--- src/rtl/matrix_calculator_core_pkg.sv ---
// matrix_calculator_core_pkg: opcodes, FSM states and default widths for the matrix engine.
// Rev 1.0
`default_nettype none
package matrix_calculator_core_pkg;
  localparam int DW_DEF   = 32;
  localparam int AW_DEF   = 8;
  localparam int DIMW_DEF = 3;

  localparam logic [2:0] OP_TRANSPOSE = 3'd0;
  localparam logic [2:0] OP_ADD       = 3'd1;
  localparam logic [2:0] OP_SCALAR    = 3'd2;
  localparam logic [2:0] OP_MATMUL    = 3'd3;

  typedef enum logic [3:0] {
    S_IDLE, S_CHECK, S_RD_S, S_WAIT_S, S_LD_S, S_RD_A,
    S_WAIT_A, S_RD_B, S_WAIT_B, S_ACC, S_WR, S_DONE
  } calc_state_t;
endpackage
`default_nettype wire

--- src/rtl/matrix_calculator_core_mac.sv ---
// matrix_calc_mac: signed multiply-accumulate, wrapping to DW bits, with synchronous clear.
// Rev 1.0
`default_nettype none
module matrix_calc_mac
  import matrix_calculator_core_pkg::*;
#(
  parameter int DW = DW_DEF
) (
  input  logic          clk,
  input  logic          rst_n,
  input  logic          clr,
  input  logic          en,
  input  logic [DW-1:0] a,
  input  logic [DW-1:0] b,
  output logic [DW-1:0] acc
);
  logic [DW-1:0] prod;

  assign prod = $signed(a) * $signed(b);

  always_ff @(posedge clk or negedge rst_n) begin
    if (!rst_n)   acc <= '0;
    else if (clr) acc <= '0;
    else if (en)  acc <= acc + prod;
  end
endmodule
`default_nettype wire

--- src/rtl/matrix_calculator_core.sv ---
// matrix_calculator_core: reads operand matrices from shared storage, computes add / scalar-mul /
// transpose / matmul per element and writes the result back row-major. Rev 1.0
`default_nettype none
module matrix_calculator_core
  import matrix_calculator_core_pkg::*;
#(
  parameter int DW   = DW_DEF,
  parameter int AW   = AW_DEF,
  parameter int DIMW = DIMW_DEF
) (
  input  logic            clk,
  input  logic            rst_n,
  input  logic            i_start_calc,
  input  logic [2:0]      i_op_code,
  input  logic [AW-1:0]   i_op1_addr,
  input  logic [DIMW-1:0] i_op1_m,
  input  logic [DIMW-1:0] i_op1_n,
  input  logic [AW-1:0]   i_op2_addr,
  input  logic [DIMW-1:0] i_op2_m,
  input  logic [DIMW-1:0] i_op2_n,
  input  logic [AW-1:0]   i_res_addr,
  input  logic [DW-1:0]   i_storage_rdata,
  output logic [AW-1:0]   o_calc_req_addr,
  output logic [AW-1:0]   o_calc_waddr,
  output logic [DW-1:0]   o_calc_wdata,
  output logic            o_calc_we,
  output logic            o_calc_done,
  output logic            o_calc_err,
  output logic [DIMW-1:0] o_res_m,
  output logic [DIMW-1:0] o_res_n
);
  calc_state_t     state;
  logic [2:0]      op;
  logic [AW-1:0]   a_base, b_base, r_base;
  logic [DIMW-1:0] a_m, a_n, b_m, b_n;
  logic [DIMW-1:0] i, j, k;
  logic [DW-1:0]   a_val, scalar, sum, acc, mac_a;
  logic [DIMW-1:0] a_row, a_col, b_row, b_col, rm, rn;
  logic [AW-1:0]   a_addr, b_addr, w_addr;
  logic            legal, mac_clr, mac_en;

  function automatic logic [AW-1:0] elem_addr(input logic [AW-1:0] base, input logic [DIMW-1:0] row,
                                              input logic [DIMW-1:0] ncols, input logic [DIMW-1:0] col);
    logic [2*DIMW-1:0] off;
    off = {{DIMW{1'b0}}, row} * {{DIMW{1'b0}}, ncols};
    return base + AW'(off) + AW'(col);
  endfunction

  always_comb begin
    a_row = i; a_col = j; b_row = i; b_col = j;
    case (op)
      OP_TRANSPOSE: begin a_row = j; a_col = i; end
      OP_MATMUL:    begin a_col = k; b_row = k; end
      default: ;
    endcase
  end

  assign a_addr = elem_addr(a_base, a_row, a_n, a_col);
  assign b_addr = elem_addr(b_base, b_row, b_n, b_col);
  assign w_addr = elem_addr(r_base, i, o_res_n, j);

  always_comb begin
    legal = (a_m != '0) && (a_n != '0);
    rm = a_m;
    rn = a_n;
    case (op)
      OP_TRANSPOSE: begin rm = a_n; rn = a_m; end
      OP_ADD:       if (b_m != a_m || b_n != a_n) legal = 1'b0;
      OP_SCALAR:    if (b_m != DIMW'(1) || b_n != DIMW'(1)) legal = 1'b0;
      OP_MATMUL:    begin rn = b_n; if (a_n != b_m || b_n == '0) legal = 1'b0; end
      default:      legal = 1'b0;
    endcase
  end

  // Transpose passes A through the MAC as 1*A so every non-add result comes from the accumulator.
  always_comb begin
    mac_a = a_val;
    if (op == OP_SCALAR)         mac_a = scalar;
    else if (op == OP_TRANSPOSE) mac_a = {{(DW-1){1'b0}}, 1'b1};
  end
  assign mac_clr = (state == S_CHECK) || (state == S_WR);
  assign mac_en  = (state == S_ACC) && (op != OP_ADD);

  matrix_calc_mac #(.DW(DW)) u_mac (
    .clk(clk), .rst_n(rst_n), .clr(mac_clr), .en(mac_en),
    .a(mac_a), .b(i_storage_rdata), .acc(acc)
  );

  always_ff @(posedge clk or negedge rst_n) begin
    if (!rst_n) begin
      state <= S_IDLE; op <= '0;
      a_base <= '0; b_base <= '0; r_base <= '0;
      a_m <= '0; a_n <= '0; b_m <= '0; b_n <= '0;
      i <= '0; j <= '0; k <= '0;
      a_val <= '0; scalar <= '0; sum <= '0;
      o_calc_req_addr <= '0; o_calc_waddr <= '0; o_calc_wdata <= '0;
      o_calc_we <= 1'b0; o_calc_done <= 1'b0; o_calc_err <= 1'b0;
      o_res_m <= '0; o_res_n <= '0;
    end else begin
      o_calc_we <= 1'b0;
      if (state != S_IDLE && !i_start_calc) begin
        state <= S_IDLE;
        o_calc_done <= 1'b0; o_calc_err <= 1'b0;
        o_res_m <= '0; o_res_n <= '0;
      end else begin
        case (state)
          S_IDLE: if (i_start_calc) begin
            op <= i_op_code;
            a_base <= i_op1_addr; a_m <= i_op1_m; a_n <= i_op1_n;
            b_base <= i_op2_addr; b_m <= i_op2_m; b_n <= i_op2_n;
            r_base <= i_res_addr;
            state <= S_CHECK;
          end
          S_CHECK: begin
            i <= '0; j <= '0; k <= '0;
            if (legal) begin
              o_res_m <= rm; o_res_n <= rn;
              state <= (op == OP_SCALAR) ? S_RD_S : S_RD_A;
            end else begin
              o_calc_err <= 1'b1;
              state <= S_DONE;
            end
          end
          S_RD_S:   begin o_calc_req_addr <= b_base; state <= S_WAIT_S; end
          S_WAIT_S: state <= S_LD_S;
          S_LD_S:   begin scalar <= i_storage_rdata; state <= S_RD_A; end
          S_RD_A:   begin o_calc_req_addr <= a_addr; state <= S_WAIT_A; end
          S_WAIT_A: state <= (op == OP_TRANSPOSE || op == OP_SCALAR) ? S_ACC : S_RD_B;
          S_RD_B: begin
            a_val <= i_storage_rdata;
            o_calc_req_addr <= b_addr;
            state <= S_WAIT_B;
          end
          S_WAIT_B: state <= S_ACC;
          S_ACC: begin
            sum <= a_val + i_storage_rdata;
            if (op == OP_MATMUL && (k + DIMW'(1)) < a_n) begin
              k <= k + DIMW'(1);
              state <= S_RD_A;
            end else begin
              state <= S_WR;
            end
          end
          S_WR: begin
            o_calc_we <= 1'b1;
            o_calc_waddr <= w_addr;
            o_calc_wdata <= (op == OP_ADD) ? sum : acc;
            k <= '0;
            if ((j + DIMW'(1)) < o_res_n) begin
              j <= j + DIMW'(1);
              state <= S_RD_A;
            end else if ((i + DIMW'(1)) < o_res_m) begin
              i <= i + DIMW'(1);
              j <= '0;
              state <= S_RD_A;
            end else begin
              state <= S_DONE;
            end
          end
          S_DONE:  o_calc_done <= 1'b1;
          default: state <= S_IDLE;
        endcase
      end
    end
  end
endmodule
`default_nettype wire

--- config.mk ---
export PLATFORM = sky130hd
export DESIGN_NAME = matrix_calculator_core
export DESIGN_NICKNAME = d
export VERILOG_FILES = /design/src/rtl/matrix_calculator_core_pkg.sv /design/src/rtl/matrix_calculator_core_mac.sv /design/src/rtl/matrix_calculator_core.sv
export SDC_FILE = /design/constraint.sdc
export NUM_CORES = 2
export LEC_CHECK = 0
export CORE_MARGIN = 5
export CORE_UTILIZATION = 40
export CTS_CLUSTER_DIAMETER = 40
export DETAILED_ROUTE_END_ITERATION = 8
export HOLD_SLACK_MARGIN = 0.02
export PLACE_DENSITY = 0.66
export SYNTH_ARGS = -nofsm -noshare
export SYNTH_HDL_FRONTEND = slang
export SYNTH_SLANG_ARGS = --single-unit
--- constraint.sdc ---
create_clock -name clk -period 11.2 [get_ports clk]
set_input_delay 1.68 -clock clk [delete_from_list [all_inputs] [get_ports clk]]
set_output_delay 1.68 -clock clk [all_outputs]
set_load 0.005 [all_outputs]
# Word-level counts from Yosys, hierarchy flattened
# Index checks and enable logic that the tools add are counted.
classes:
  mux: 45
  order_cmp: 3
  n_reduce_logical: 36
  n_bitwise: 1
  addsub: 11
  mul: 4
  n_eq_ne: 27
op_table:
  columns: ["operator", "n"]
  rows:
  - ["$mux W32", 5]
  - ["$add A32 B32 Y32", 2]
  - ["$pmux W4 S12", 1]
  - ["$mux W3", 15]
  - ["$mul A32 B32 Y32", 1]
  - ["$pmux W3 S2", 5]
  - ["$mux W4", 7]
  - ["$add A8 B3 Y8", 3]
  - ["$add A8 B6 Y8", 3]
  - ["$pmux W8 S3", 1]
  - ["$mul A3 B3 Y6", 3]
  - ["$eq A4 B3 Y1 const B", 4]
  - ["$eq A4 B4 Y1 const B", 4]
  - ["$reduce_and A2 Y1", 8]
  - ["$ne A3 B1 Y1 const B", 4]
  - ["$reduce_bool A2 Y1", 6]
  - ["$mux W1", 10]
  - ["$add A3 B1 Y3 const B", 3]
  - ["$lt A3 B3 Y1", 3]
  - ["$ne A3 B3 Y1", 3]
  - ["$reduce_and A3 Y1", 3]
  - ["$reduce_bool A3 Y1", 3]
  - ["$eq A4 B2 Y1 const B", 2]
  - ["$eq A3 B2 Y1 const B", 2]
  - ["other kinds (15)", 26]
totals:
  ff_bits: 237
  in_bits: 74

# Longest topological paths before layout
depth:
  word_depth: 7
  ltp_mapped: 32
  ltp_nobuf: 29

# Hierarchy
# A second synthesis with hierarchy kept.
hier_totals:
  hier_cells: 3291
  hier_area_um2: 30854.6
modules_own_cells:
  columns: ["mod", "cells_per_inst", "seq_area_each_um2", "instances", "area_per_inst_um2"]
  rows:
  - ["matrix_calc_mac", 2047, 800.8, 1, 18536.5]
  - ["matrix_calculator_core", 1244, 5129.9, 1, 12318.1]

# Least setup slack after synthesis
# Ideal clock, no wire load.
synth_path:
  path_type: "input to register"
  start: "in i_storage_rdata[6]"
  end: "reg u_mac.acc[25]"
  cell_stages: 25
  path_buffers: 2
  path_slack_ns: 2.803
  t_required_ns: 11.067
  t_arrival_ns: 8.264
  cell_sequence: "clkbuf_1 clkbuf_1 and2_1 fa_1 fa_1 fa_1 inv_1 fa_1 fa_1 fa_1 inv_1 fa_1 inv_1 fa_1 inv_1 ha_1 a21o_1 a211oi_1 a21oi_1 a221oi_1 o21bai_1 a21o_1 a21oi_1 xor2_1 o21ai_0"
synth_between:
  elab_chain_cells: 4
synth_rtl:
  columns: ["item", "line_no", "rtl"]
  rows:
  - ["start, declared", "matrix_calculator_core.sv:22", "input logic [DW-1:0] i_storage_rdata,"]
  - ["$mul A32 B32 Y32", "matrix_calculator_core_mac.sv:19", "assign prod = $signed(a) * $signed(b);"]
  - ["$add A32 B32 Y32", "matrix_calculator_core_mac.sv:24", "else if (en) acc <= acc + prod;"]
  - ["$mux W32", "matrix_calculator_core_mac.sv:24", null]
  - ["$mux W32", "matrix_calculator_core_mac.sv:23", "else if (clr) acc <= '0;"]
  - ["end signal, assigned", "matrix_calculator_core_mac.sv:24", null]
  - ["end, declared", "matrix_calculator_core_mac.sv:15", "output logic [DW-1:0] acc"]
# No other way between the ends. The select of a mux whose other input is x is not followed.
# A chain may end at the register's enable or synchronous reset.

# Worst setup path in the final report
layout_path:
  start: "reg op[2]"
  end: "reg u_mac.acc[25]"
layout_between:
  elab_chain_cells: 7
  word_cells_on_any_way: 11
  classes_between: "add/sub: 1; mul: 1; eq/ne: 2; mux: 4; reduce/logical: 3"
layout_rtl:
  columns: ["item", "line_no", "rtl"]
  rows:
  - ["start, declared", "matrix_calculator_core.sv:33", "logic [2:0] op;"]
  - ["start signal, assigned", "matrix_calculator_core.sv:108", "op <= i_op_code;"]
  - ["$logic_not A3 Y1", "matrix_calculator_core.sv:79", "else if (op == OP_TRANSPOSE) mac_a = {{(DW-1){1'b0}}, 1'b1};"]
  - ["$mux W32", "matrix_calculator_core.sv:79", null]
  - ["$mux W32", "matrix_calculator_core.sv:78", "if (op == OP_SCALAR) mac_a = scalar;"]
  - ["$mul A32 B32 Y32", "matrix_calculator_core_mac.sv:19", null]
  - ["$add A32 B32 Y32", "matrix_calculator_core_mac.sv:24", null]
  - ["$mux W32", "matrix_calculator_core_mac.sv:24", null]
  - ["$mux W32", "matrix_calculator_core_mac.sv:23", null]
# Parallel ways exist; a longest one is shown, timed or not. The select of a mux whose other input is x is not followed.

==> flow_metrics.py <==
metrics = {
    "timing": {
        "tightest_slew_ns": 1.20,
        "max_freq_mhz": 107,
        "finalCritPeriodShare_pct": 83.8,
        "hold_viol_final": 0,
        "report.final.slew_viol_count": 0,
        "tns_ns": 0,
        "maxSlewHeadroom_pct": 20.0,
        "period_needed_ns": 9.38,
        "rsz0062_at_grt": "no",
        "skew_ns": 0.0293,
        "setup_viol": 0,
    },
    "clocking": {
        "clk_latency_ns": 0.59,
        "cts_buffers": 48,
        "cts_resized": 0,
        "hold_buffers": 0,
        "cts_tree": "done",
        "clock_path_buffers": 3,
        "cts_root_buffer": "clkbuf_16",
        "clk_pin_slew_ns": 0.05,
        "ctsHtreeMaxLevel": 2,
        "numClockSinks": 237,
        "postCtsSetupRepairBufs": 0,
    },
    "synth": {
        "synthArstFlopShare_pct": 100,
        "syn_inst": 3306,
        "synthFlopType": "dfrtp_1",
        "avgSynthCellArea_um2": 9.31,
        "synth-seq-area-share_pct": 19.3,
        "syn_area_um2": 30800,
        "ys_ff_latch": 237,
        "synth_edf_count": 0,
        "synth_nets": 4073,
        "ys_types": 76,
        "yosys_warnings": 0,
    },
    "finish": {
        "layout_commonest_cell": "inv_1",
        "fillers": 7355,
        "drive_gt1_share_pct": 8.34,
        "area_growth_pct": 13.3,
        "nNetsFinal": 4146,
        "final_cell_mix": "inv_1, fa_1, nand2_1, and2_1, dfrtp_1",
    },
    "worst_setup_path": {
        "rr_worst_depth": 30,
        "r2r_slack_ns": 1.82,
        "critPathKind": "register to register",
        "cp_slowest_stage_delay_ns": 0.65,
        "endpoint_kind": "register",
        "critPathCapture": "u_mac.acc[25]",
        "cp.arrival_ns": 9.82,
        "cp-startpoint": "op[2]",
        "r2r-end": "u_mac.acc[25]",
        "timing.rr.start": "op[2]",
        "crit_slowest_cell": "nand2_2",
        "crit_top_cell": "fa_1",
        "critPathMaxFanout": 28,
        "cp-start-kind": "register",
        "cp.required_ns": 11.64,
    },
    "place": {
        "gp_congestion": 0.945,
        "hpwlAfterDp_mm": 64.8,
        "io_buffers": 130,
    },
    "route": {
        "viasPerCell": 5.14,
        "ant_nets": 0,
        "num_vias": 22870,
        "drt_iter0_drc": 1217,
        "drcViolationCount": 0,
        "drt_pass1_iterations": 5,
        "wl_mm": 84.0,
        "routedWlPerCell_um": 18.9,
    },
    "status": {
        "status": "finished, final reports clean",
    },
    "floorplanning": {
        "die_height_um": 287,
        "die_w_um": 287,
        "num_rows": 101,
        "dieArea_um2": 82600,
        "core-area_um2": 76100,
        "start_util_pct": 40.5,
        "io_pins": 131,
    },
    "global_routing": {
        "grt_max_degree": 152,
        "grt_use_total_pct": 20.9,
        "grt_pass1_vias": 24271,
        "grt_pass1_wl_mm": 137,
        "antenna_found_initial": 5,
        "grt_overflow_total": 0,
    },
    "min_path": {
        "hp-class": "register to register",
    },
    "run": {
        "max_cap_violations": 0,
    },
}
## Yosys cell counts (74+ instances only)
| master | n | area [µm²] |
|---|---|---|
| ha_1 | 233 | 2920 |
| mux2_2 | 104 | 1170 |
| nand2_1 | 389 | 1460 |
| inv_1 | 592 | 2220 |
| fa_1 | 460 | 9210 |
| nor2_1 | 74 | 278 |
| a21oi_1 | 96 | 480 |
| and2_1 | 296 | 1850 |
| dfrtp_1 | 237 | 5930 |
| o21ai_0 | 168 | 841 |
| clkbuf_1 | 147 | 552 |
| xnor2_1 | 81 | 709 |
## flip-flops by register name, indices dropped and copies added (netlist names), 4 cells and up
signal,cells
r_base,8
sum,32
scalar,32
b_base,8
o_calc_wdata,32
a_val,32
a_base,8
state,4
o_calc_waddr,8
o_calc_req_addr,8
u_mac.acc,32
## critical path: cells and delay by family (launching register included)
kind / cells / cell delay, ns
AO/OA/AOI/OAI: 9 / 2.22
XOR/XNOR: 1 / 0.15
adder cells (fa/ha/maj): 9 / 3.75
buffers and inverters: 7 / 1.01
flip-flops: 1 / 0.64
AND/OR/NAND/NOR: 4 / 1.39
## worst min-delay path by stage
stage                           startpoint               end  slack [ns]  cells past startpoint
final                     o_calc_wdata[13]  o_calc_wdata[13]        0.47                      2
after global routing               sum[18]           sum[18]        0.51                      2
after CTS                  o_calc_wdata[6]   o_calc_wdata[6]        0.48                      2
after detailed placement            sum[3]            sum[3]        0.47                      2
after global placement              sum[3]            sum[3]        0.46                      2
after floorplan                     sum[0]            sum[0]        0.45                      2
## layout make-up
class | count | area [µm²] | share of cell area (%)
Antenna cell | 5 | 12.5 | 0.0359
Clock buffer | 60 | 1320 | 3.77
Clock inverter | 29 | 303 | 0.868
Inverter | 593 | 2230 | 6.38
Multi-Input combinational cell | 2313 | 22100 | 63.3
Sequential cell | 237 | 5930 | 17.0
Tap cell | 1030 | 1290 | 3.69
Timing Repair Buffer | 186 | 1740 | 4.98
## stage by stage
stage	worst slack (ns)	area [µm²]	hold slack [ns]	instances	util, %
after floorplan	2.80	30800	0.445	3306	-
final	1.82	34900	0.473	4453	45.9
after CTS	1.83	34900	0.481	4448	45.8
after global placement	1.44	33300	0.462	4359	43.7
after detailed placement	1.37	33300	0.470	4359	43.7
after global routing	1.31	34900	0.507	4449	45.8
## metal layers
metal / vias to the layer above / global-route usage, % / routed length, µm / share of wire, %
met5: - / 0 / 15 / 0.018
met4: 4 / 5.33 / 2390 / 2.8
met3: 157 / 4.22 / 6030 / 7.2
met2: 705 / 34.7 / 39700 / 47
met1: 11577 / 28.0 / 35900 / 43
li1: 10427 / - / - / -
## cell families (layout without fill, tap and decap cells)
kind of cell / Yosys count / after routing / synth area share [%]
XOR/XNOR: 138 / 138 / 3.99
multiplexers: 123 / 123 / 4.42
AND/OR/NAND/NOR: 933 / 933 / 15.1
other: 0 / 5 / 0
flip-flops: 237 / 237 / 19.3
adder cells (fa/ha/maj): 693 / 693 / 39.4
AO/OA/AOI/OAI: 426 / 426 / 8.52
buffers and inverters: 756 / 868 / 9.34
Power is not shown: default switching activity piles up to over one toggle a cycle in this logic, so the estimate is an artifact.
